<file path="src/rtl/scan_pkg.sv">
// rtl/scan_pkg.sv - shared states, counter width and reset values for the scan-code debounce block
package scan_pkg;

    typedef enum logic [1:0] {
        IDLE     = 2'd0,
        DEBOUNCE = 2'd1,
        HELD     = 2'd2
    } scan_state_t;

    localparam int CNT_W = 4;

    localparam scan_state_t      RST_STATE = IDLE;
    localparam logic [CNT_W-1:0] RST_CNT   = '0;
    localparam logic             RST_FLAG  = 1'b0;

    // Saturating 4-bit increment; the counters must never wrap back to zero.
    function automatic logic [CNT_W-1:0] sat_inc(input logic [CNT_W-1:0] v);
        return (v == {CNT_W{1'b1}}) ? v : v + CNT_W'(1);
    endfunction

endpackage

</file>
<file path="src/rtl/scan_cmp_bit.sv">
// rtl/scan_cmp_bit.sv - one stored scan-code bit, loaded on enp&ld, with its XOR compare
module scan_cmp_bit
    import scan_pkg::*;
(
    input  logic clk,
    input  logic reset,
    input  logic i_en,
    input  logic i_ld,
    input  logic i_d,
    output logic o_q,
    output logic o_c
);

    logic r_q;

    always_ff @(posedge clk or posedge reset) begin
        if (reset) begin
            r_q <= RST_FLAG;
        end else if (i_en && i_ld) begin
            r_q <= i_d;
        end
    end

    assign o_q = r_q;
    assign o_c = r_q ^ i_d;

endmodule

</file>
<file path="src/rtl/scan_code_debounce.sv">
// rtl/scan_code_debounce.sv - scan-code compare latch with debounce/hold FSM; SCAN_OVERRUN_EN adds ack/overrun
module scan_code_debounce
    import scan_pkg::*;
#(
    parameter int WIDTH       = 6,
    parameter int MATCH_CNT   = 2,
    parameter int RELEASE_CNT = 2
) (
    input  logic             clk,
    input  logic             reset,
    input  logic             enp,
    input  logic [WIDTH-1:0] D,
    input  logic             key_dn,
    input  logic             Ld,
`ifdef SCAN_OVERRUN_EN
    input  logic             ack,
    output logic             overrun,
`endif
    output logic [WIDTH-1:0] Q,
    output logic [WIDTH-1:0] C,
    output logic             match,
    output logic             code_valid,
    output logic             key_held
);

    localparam logic [CNT_W-1:0] MATCH_TGT   = CNT_W'(MATCH_CNT);
    localparam logic [CNT_W-1:0] RELEASE_TGT = CNT_W'(RELEASE_CNT);
    localparam logic [CNT_W-1:0] CNT_ONE     = CNT_W'(1);

    scan_state_t      r_state;
    scan_state_t      w_state_nxt;
    logic [CNT_W-1:0] r_mcnt;
    logic [CNT_W-1:0] r_rcnt;
    logic [CNT_W-1:0] w_mcnt_nxt;
    logic [CNT_W-1:0] w_rcnt_nxt;
    logic [CNT_W-1:0] w_mcnt_inc;
    logic [CNT_W-1:0] w_rcnt_inc;
    logic             r_code_valid;
    logic             r_key_held;
    logic             w_cv_nxt;
    logic             w_held_nxt;
    logic             w_load;
    logic             w_match;

    genvar gi;
    generate
        for (gi = 0; gi < WIDTH; gi++) begin : g_bit
            scan_cmp_bit u_bit (
                .clk   (clk),
                .reset (reset),
                .i_en  (enp),
                .i_ld  (w_load),
                .i_d   (D[gi]),
                .o_q   (Q[gi]),
                .o_c   (C[gi])
            );
        end
    endgenerate

    assign w_match    = (C == '0);
    assign w_mcnt_inc = sat_inc(r_mcnt);
    assign w_rcnt_inc = sat_inc(r_rcnt);

    always_ff @(posedge clk or posedge reset) begin
        if (reset) begin
            r_state      <= RST_STATE;
            r_mcnt       <= RST_CNT;
            r_rcnt       <= RST_CNT;
            r_code_valid <= RST_FLAG;
            r_key_held   <= RST_FLAG;
        end else begin
            r_state      <= w_state_nxt;
            r_mcnt       <= w_mcnt_nxt;
            r_rcnt       <= w_rcnt_nxt;
            r_code_valid <= w_cv_nxt;
            r_key_held   <= w_held_nxt;
        end
    end

    // Everything holds without enp, except code_valid which self-clears.
    always_comb begin
        w_state_nxt = r_state;
        w_mcnt_nxt  = r_mcnt;
        w_rcnt_nxt  = r_rcnt;
        w_held_nxt  = r_key_held;
        w_cv_nxt    = 1'b0;
        w_load      = 1'b0;
        if (enp) begin
            case (r_state)
                IDLE: begin
                    if (key_dn && Ld) begin
                        w_load      = 1'b1;
                        w_mcnt_nxt  = CNT_ONE;
                        w_state_nxt = DEBOUNCE;
                    end
                end
                DEBOUNCE: begin
                    if (key_dn && w_match) begin
                        w_mcnt_nxt = w_mcnt_inc;
                        if (w_mcnt_inc == MATCH_TGT) begin
                            w_cv_nxt    = 1'b1;
                            w_held_nxt  = 1'b1;
                            w_rcnt_nxt  = RST_CNT;
                            w_state_nxt = HELD;
                        end
                    end else if (key_dn && Ld) begin
                        w_load     = 1'b1;
                        w_mcnt_nxt = CNT_ONE;
                    end else begin
                        w_mcnt_nxt  = RST_CNT;
                        w_state_nxt = IDLE;
                    end
                end
                HELD: begin
                    // A different key while held only counts towards release.
                    if (key_dn && w_match) begin
                        w_rcnt_nxt = RST_CNT;
                    end else begin
                        w_rcnt_nxt = w_rcnt_inc;
                        if (w_rcnt_inc == RELEASE_TGT) begin
                            w_held_nxt  = 1'b0;
                            w_mcnt_nxt  = RST_CNT;
                            w_state_nxt = IDLE;
                        end
                    end
                end
                default: begin
                    w_state_nxt = IDLE;
                end
            endcase
        end
    end

    assign match      = w_match;
    assign code_valid = r_code_valid;
    assign key_held   = r_key_held;

`ifdef SCAN_OVERRUN_EN
    logic r_pending;
    logic r_overrun;

    // An ack arriving with a new code keeps it pending and is not an overrun.
    always_ff @(posedge clk or posedge reset) begin
        if (reset) begin
            r_pending <= RST_FLAG;
            r_overrun <= RST_FLAG;
        end else begin
            if (r_code_valid) begin
                r_pending <= 1'b1;
            end else if (ack) begin
                r_pending <= 1'b0;
            end
            if (ack) begin
                r_overrun <= 1'b0;
            end else if (r_code_valid && r_pending) begin
                r_overrun <= 1'b1;
            end
        end
    end

    assign overrun = r_overrun;
`endif

endmodule

</file>
<file path="config.mk">
export PLATFORM = sky130hd
export DESIGN_NAME = scan_code_debounce
export DESIGN_NICKNAME = d
export VERILOG_FILES = /design/src/rtl/scan_pkg.sv /design/src/rtl/scan_cmp_bit.sv /design/src/rtl/scan_code_debounce.sv
export SDC_FILE = /design/constraint.sdc
export NUM_CORES = 1
export LEC_CHECK = 0
export CAP_MARGIN = 0
export CORE_ASPECT_RATIO = 0.5
export CORE_UTILIZATION = 45
export DETAILED_ROUTE_END_ITERATION = 8
export PLACE_DENSITY = 0.71
export SLEW_MARGIN = 20
export SYNTH_ARGS = -nofsm -noshare
export SYNTH_HDL_FRONTEND = slang
export SYNTH_SLANG_ARGS = --single-unit
</file>
<file path="constraint.sdc">
create_clock -name clk -period 2.35 [get_ports clk]
set_input_delay 0.47 -clock clk [delete_from_list [all_inputs] [get_ports clk]]
set_output_delay 0.47 -clock clk [all_outputs]
set_load 0.01 [all_outputs]
</file>
==> impl_metrics.csv <==
group,metric,value,unit
outcome,status,"complete, no violations",
logic_synthesis,yosys.cell_types.count,50,
sta,finClkSkew,0.001430,ns
route,wl_per_cell,15.96,microns
die,die_width,79.39,microns
sta,hold-worst-slack,0.5227,ns
logic_synthesis,synth_edf_count,0,
route,initialDrtViolationCount,51,
die,die_y,40.70,microns
logic_synthesis,ys_seq_area_frac,0.3343,
critical_path,reg2regPathDepth,7,
sta,worst_pin_slew,0.7222,ns
final_layout,design_area,1821,sq um
sta,finalCriticalPeriod,2.277,ns
critical_path,critPathBufInv,1,
logic_synthesis,syn_nets,155,
critical_path,rrSetupSlack,0.12,ns
pwr,power_density,1017,nW/um^2
logic_synthesis,syn-cell-area,1348,sq um
cts,cts_max_level,1,
cts,cts_buffer_depth,2,
final_layout,antennaDiodeCount,0,
route,antenna_left,0,
global_routing,grt_usage,0.2374,
critical_path,cp-end-kind,"register",
run,cap_viol_max_count,0,
pwr,p_leak,0.8455,nW
global_routing,grt_max_degree,19,
critical_path,cpPeakStageDelay,0.46,ns
die,coreArea,2716,sq um
route,vias,1203,
logic_synthesis,async_flop_share,1.000,
final_layout,final_common_cell,"buf_4",
sta,final_max_slew_viol_count,0,
logic_synthesis,ys_seq_elements,18,
logic_synthesis,synthFlopType,"dfrtp_1",
logic_synthesis,syn_inst,137,
sta,fmax,439.1,MHz
final_layout,ff_latch_area,450.4,sq um
cts,path_clk_slew,0.07,ns
cts,cts-root-buf,"clkbuf_8",
placed_design,gp_congestion,0.8410,
critical_path,worstSetupPathType,"input pin to register",
final_layout,layout-drive-gt1-share,0.2743,
global_routing,grt_pass1_vias,1128,
critical_path,r2r_start,"g_bit[2].u_bit.o_q",
die,start_util,0.4961,
cts,cts.hold.buffers_added,0,
critical_path,worstPathArrival,2.41,ns
route,via_per_inst,5.675,
critical_path,path_depth,6,
critical_path,path_cells,"clkdlybuf4s50_1, xor2_2, nor2_1, a21boi_2, a221oi_2, mux2_1",
hold_path,whs_path_depth,2,
critical_path,worstPathRequired,2.48,ns
logic_synthesis,yosys_warnings,0,
die,io-pin-count,26,
die,rows,13,
hold_path,hold_class,"register to register",
global_routing,overflow,0,
route,drt_first_pass_iters,4,
final_layout,nFillCells,208,
final_layout,final_util,0.6702,
placed_design,io_buffers,25,
placed_design,place_worst_setup_slack,-0.5009,ns
cts,clk_latency,0.25,ns
placed_design,hpwl,2544,microns
global_routing,grt_pass1_wl,5457,microns
final_layout,final_cell_mix,"buf_4 (23), dfrtp_1 (18), clkdlybuf4s50_1 (18)",
critical_path,crit_family,"compound AO/OA/AOI/OAI gates",
pwr,ir_worst_vdd,0.5264,mV
critical_path,crit_slowest_cell,"clkdlybuf4s50_1",
critical_path,r2r-end,"r_rcnt[0]",
die,die_area,3231,sq um
final_layout,fin_nets,195,
sta,max-slew-margin-rel,0.5180,
hold_path,worstHoldStart,"key_held",
critical_path,path_max_fanout,6,
final_layout,multiInputGateArea,812.0,sq um
hold_path,whs_endpoint,"key_held",
cts,cts_tree,"yes",
critical_path,crit_start,"D[4]",
placed_design,place_area,1712,sq um
critical_path,worst_setup_path_start_kind,"input pin",
sta,setup_viol,0,
final_layout,syn2layout_area_growth,35.10,%
cts,clock_sinks,18,
sta,hold_violations,0,
sta,post-route-period-util,0.9691,
route,routed_wl,3384,microns
logic_synthesis,syn-mean-instance-area,9.836,sq um
sta,tns,0,ns
route,drc,0,
global_routing,antenna_found_initial,0,
sta,rsz0062_at_grt,"no",
cts,cts_buffers,3,
sta,setup_ws,0.07267,ns
[timing repair]
item	CTS	global route
gates resized for setup	10	11
buffers inserted	1	1
endpoints found under the setup margin	8	7
hold endpoints to repair	0	0
pin swaps	4	3
[Yosys cell counts, drive strengths merged, types with 2 or more instances]
cell / n / share of area
dfrtp: 18 / 0.33
buf: 12 / 0.067
inv: 10 / 0.028
mux2: 8 / 0.070
ha: 7 / 0.065
nor2: 7 / 0.020
nand2: 6 / 0.017
o211ai: 6 / 0.037
xor2: 6 / 0.039
and3: 5 / 0.023
nand3: 4 / 0.015
a21boi: 3 / 0.017
a21oi: 3 / 0.011
nor3: 3 / 0.011
nor4: 3 / 0.030
a22oi: 2 / 0.011
a31oi: 2 / 0.0093
a41o: 2 / 0.015
clkbuf: 2 / 0.0056
nor2b: 2 / 0.0093
o2111ai: 2 / 0.013
o21ai: 2 / 0.010
o31a: 2 / 0.013
[worst reg2reg max path, cell delays in order (launching register included)]
cell	delay, ns
dfrtp_1	0.41
xor2_1	0.18
or4_4	0.56
buf_6	0.14
nor4_4	0.33
buf_4	0.17
o21ai_2	0.07
mux2_4	0.26
[kinds of logic after synthesis]
| group | count (synthesis) | synth area share |
|---|---|---|
| flops | 18 | 0.3343 |
| mux | 8 | 0.06963 |
| xor+xnor | 7 | 0.04550 |
| buf+inv | 24 | 0.1003 |
| fa+ha+maj | 7 | 0.06499 |
| simple gates | 37 | 0.1662 |
| compound gates | 36 | 0.2191 |
[where the power goes]
| part | internal (mW) | leakage, nW | switching (mW) |
|---|---|---|---|
| registers | 0.419 | 0.227 | 0.124 |
| clock network | 0.114 | 0.0216 | 0.102 |
| logic | 0.596 | 0.597 | 0.497 |
| total | 1.13 | 0.845 | 0.724 |
[through the flow]
step | power (mW) | std cells
after floorplan | 1.151 | 137
after global placement | 1.529 | 207
after detailed placement | 1.570 | 207
after CTS | 1.815 | 211
after global routing | 1.978 | 212
final | 1.852 | 212
[registers in the layout, summed over array words and instances (netlist names)]
register         cells
r_rcnt               4
code_valid           1
key_held             1
g_bit.u_bit.o_q      6
r_mcnt               4
r_state              2
[metal layers]
metal,vias to the layer above,GRT usage,share of wire,wire length (microns)
met5,-,0,0,0
li1,575,-,-,-
met1,594,0.2912,0.48,1619
met3,4,0.05556,0.038,127
met2,30,0.4332,0.47,1586
met4,0,0.08182,0.015,51
[how the worst max path moves through the flow]
stage,end,slack (ns)
2_1_floorplan,r_rcnt[0],0.21
3_3_place_gp,match,-0.48
3_5_place_dp,match,-0.50
4_1_cts,C[4],0.007
5_1_grt,r_state[0],0.005
6_report,r_state[0],0.07
[layout make-up]
cell class	instances	share of cell area
Sequential cell	18	0.2474
Clock buffer	3	0.02268
Tap cell	37	0.02543
Timing Repair Buffer	49	0.2378
Inverter	10	0.02062
Multi-Input combinational cell	95	0.4460
Power figures use the tool's default switching activity.
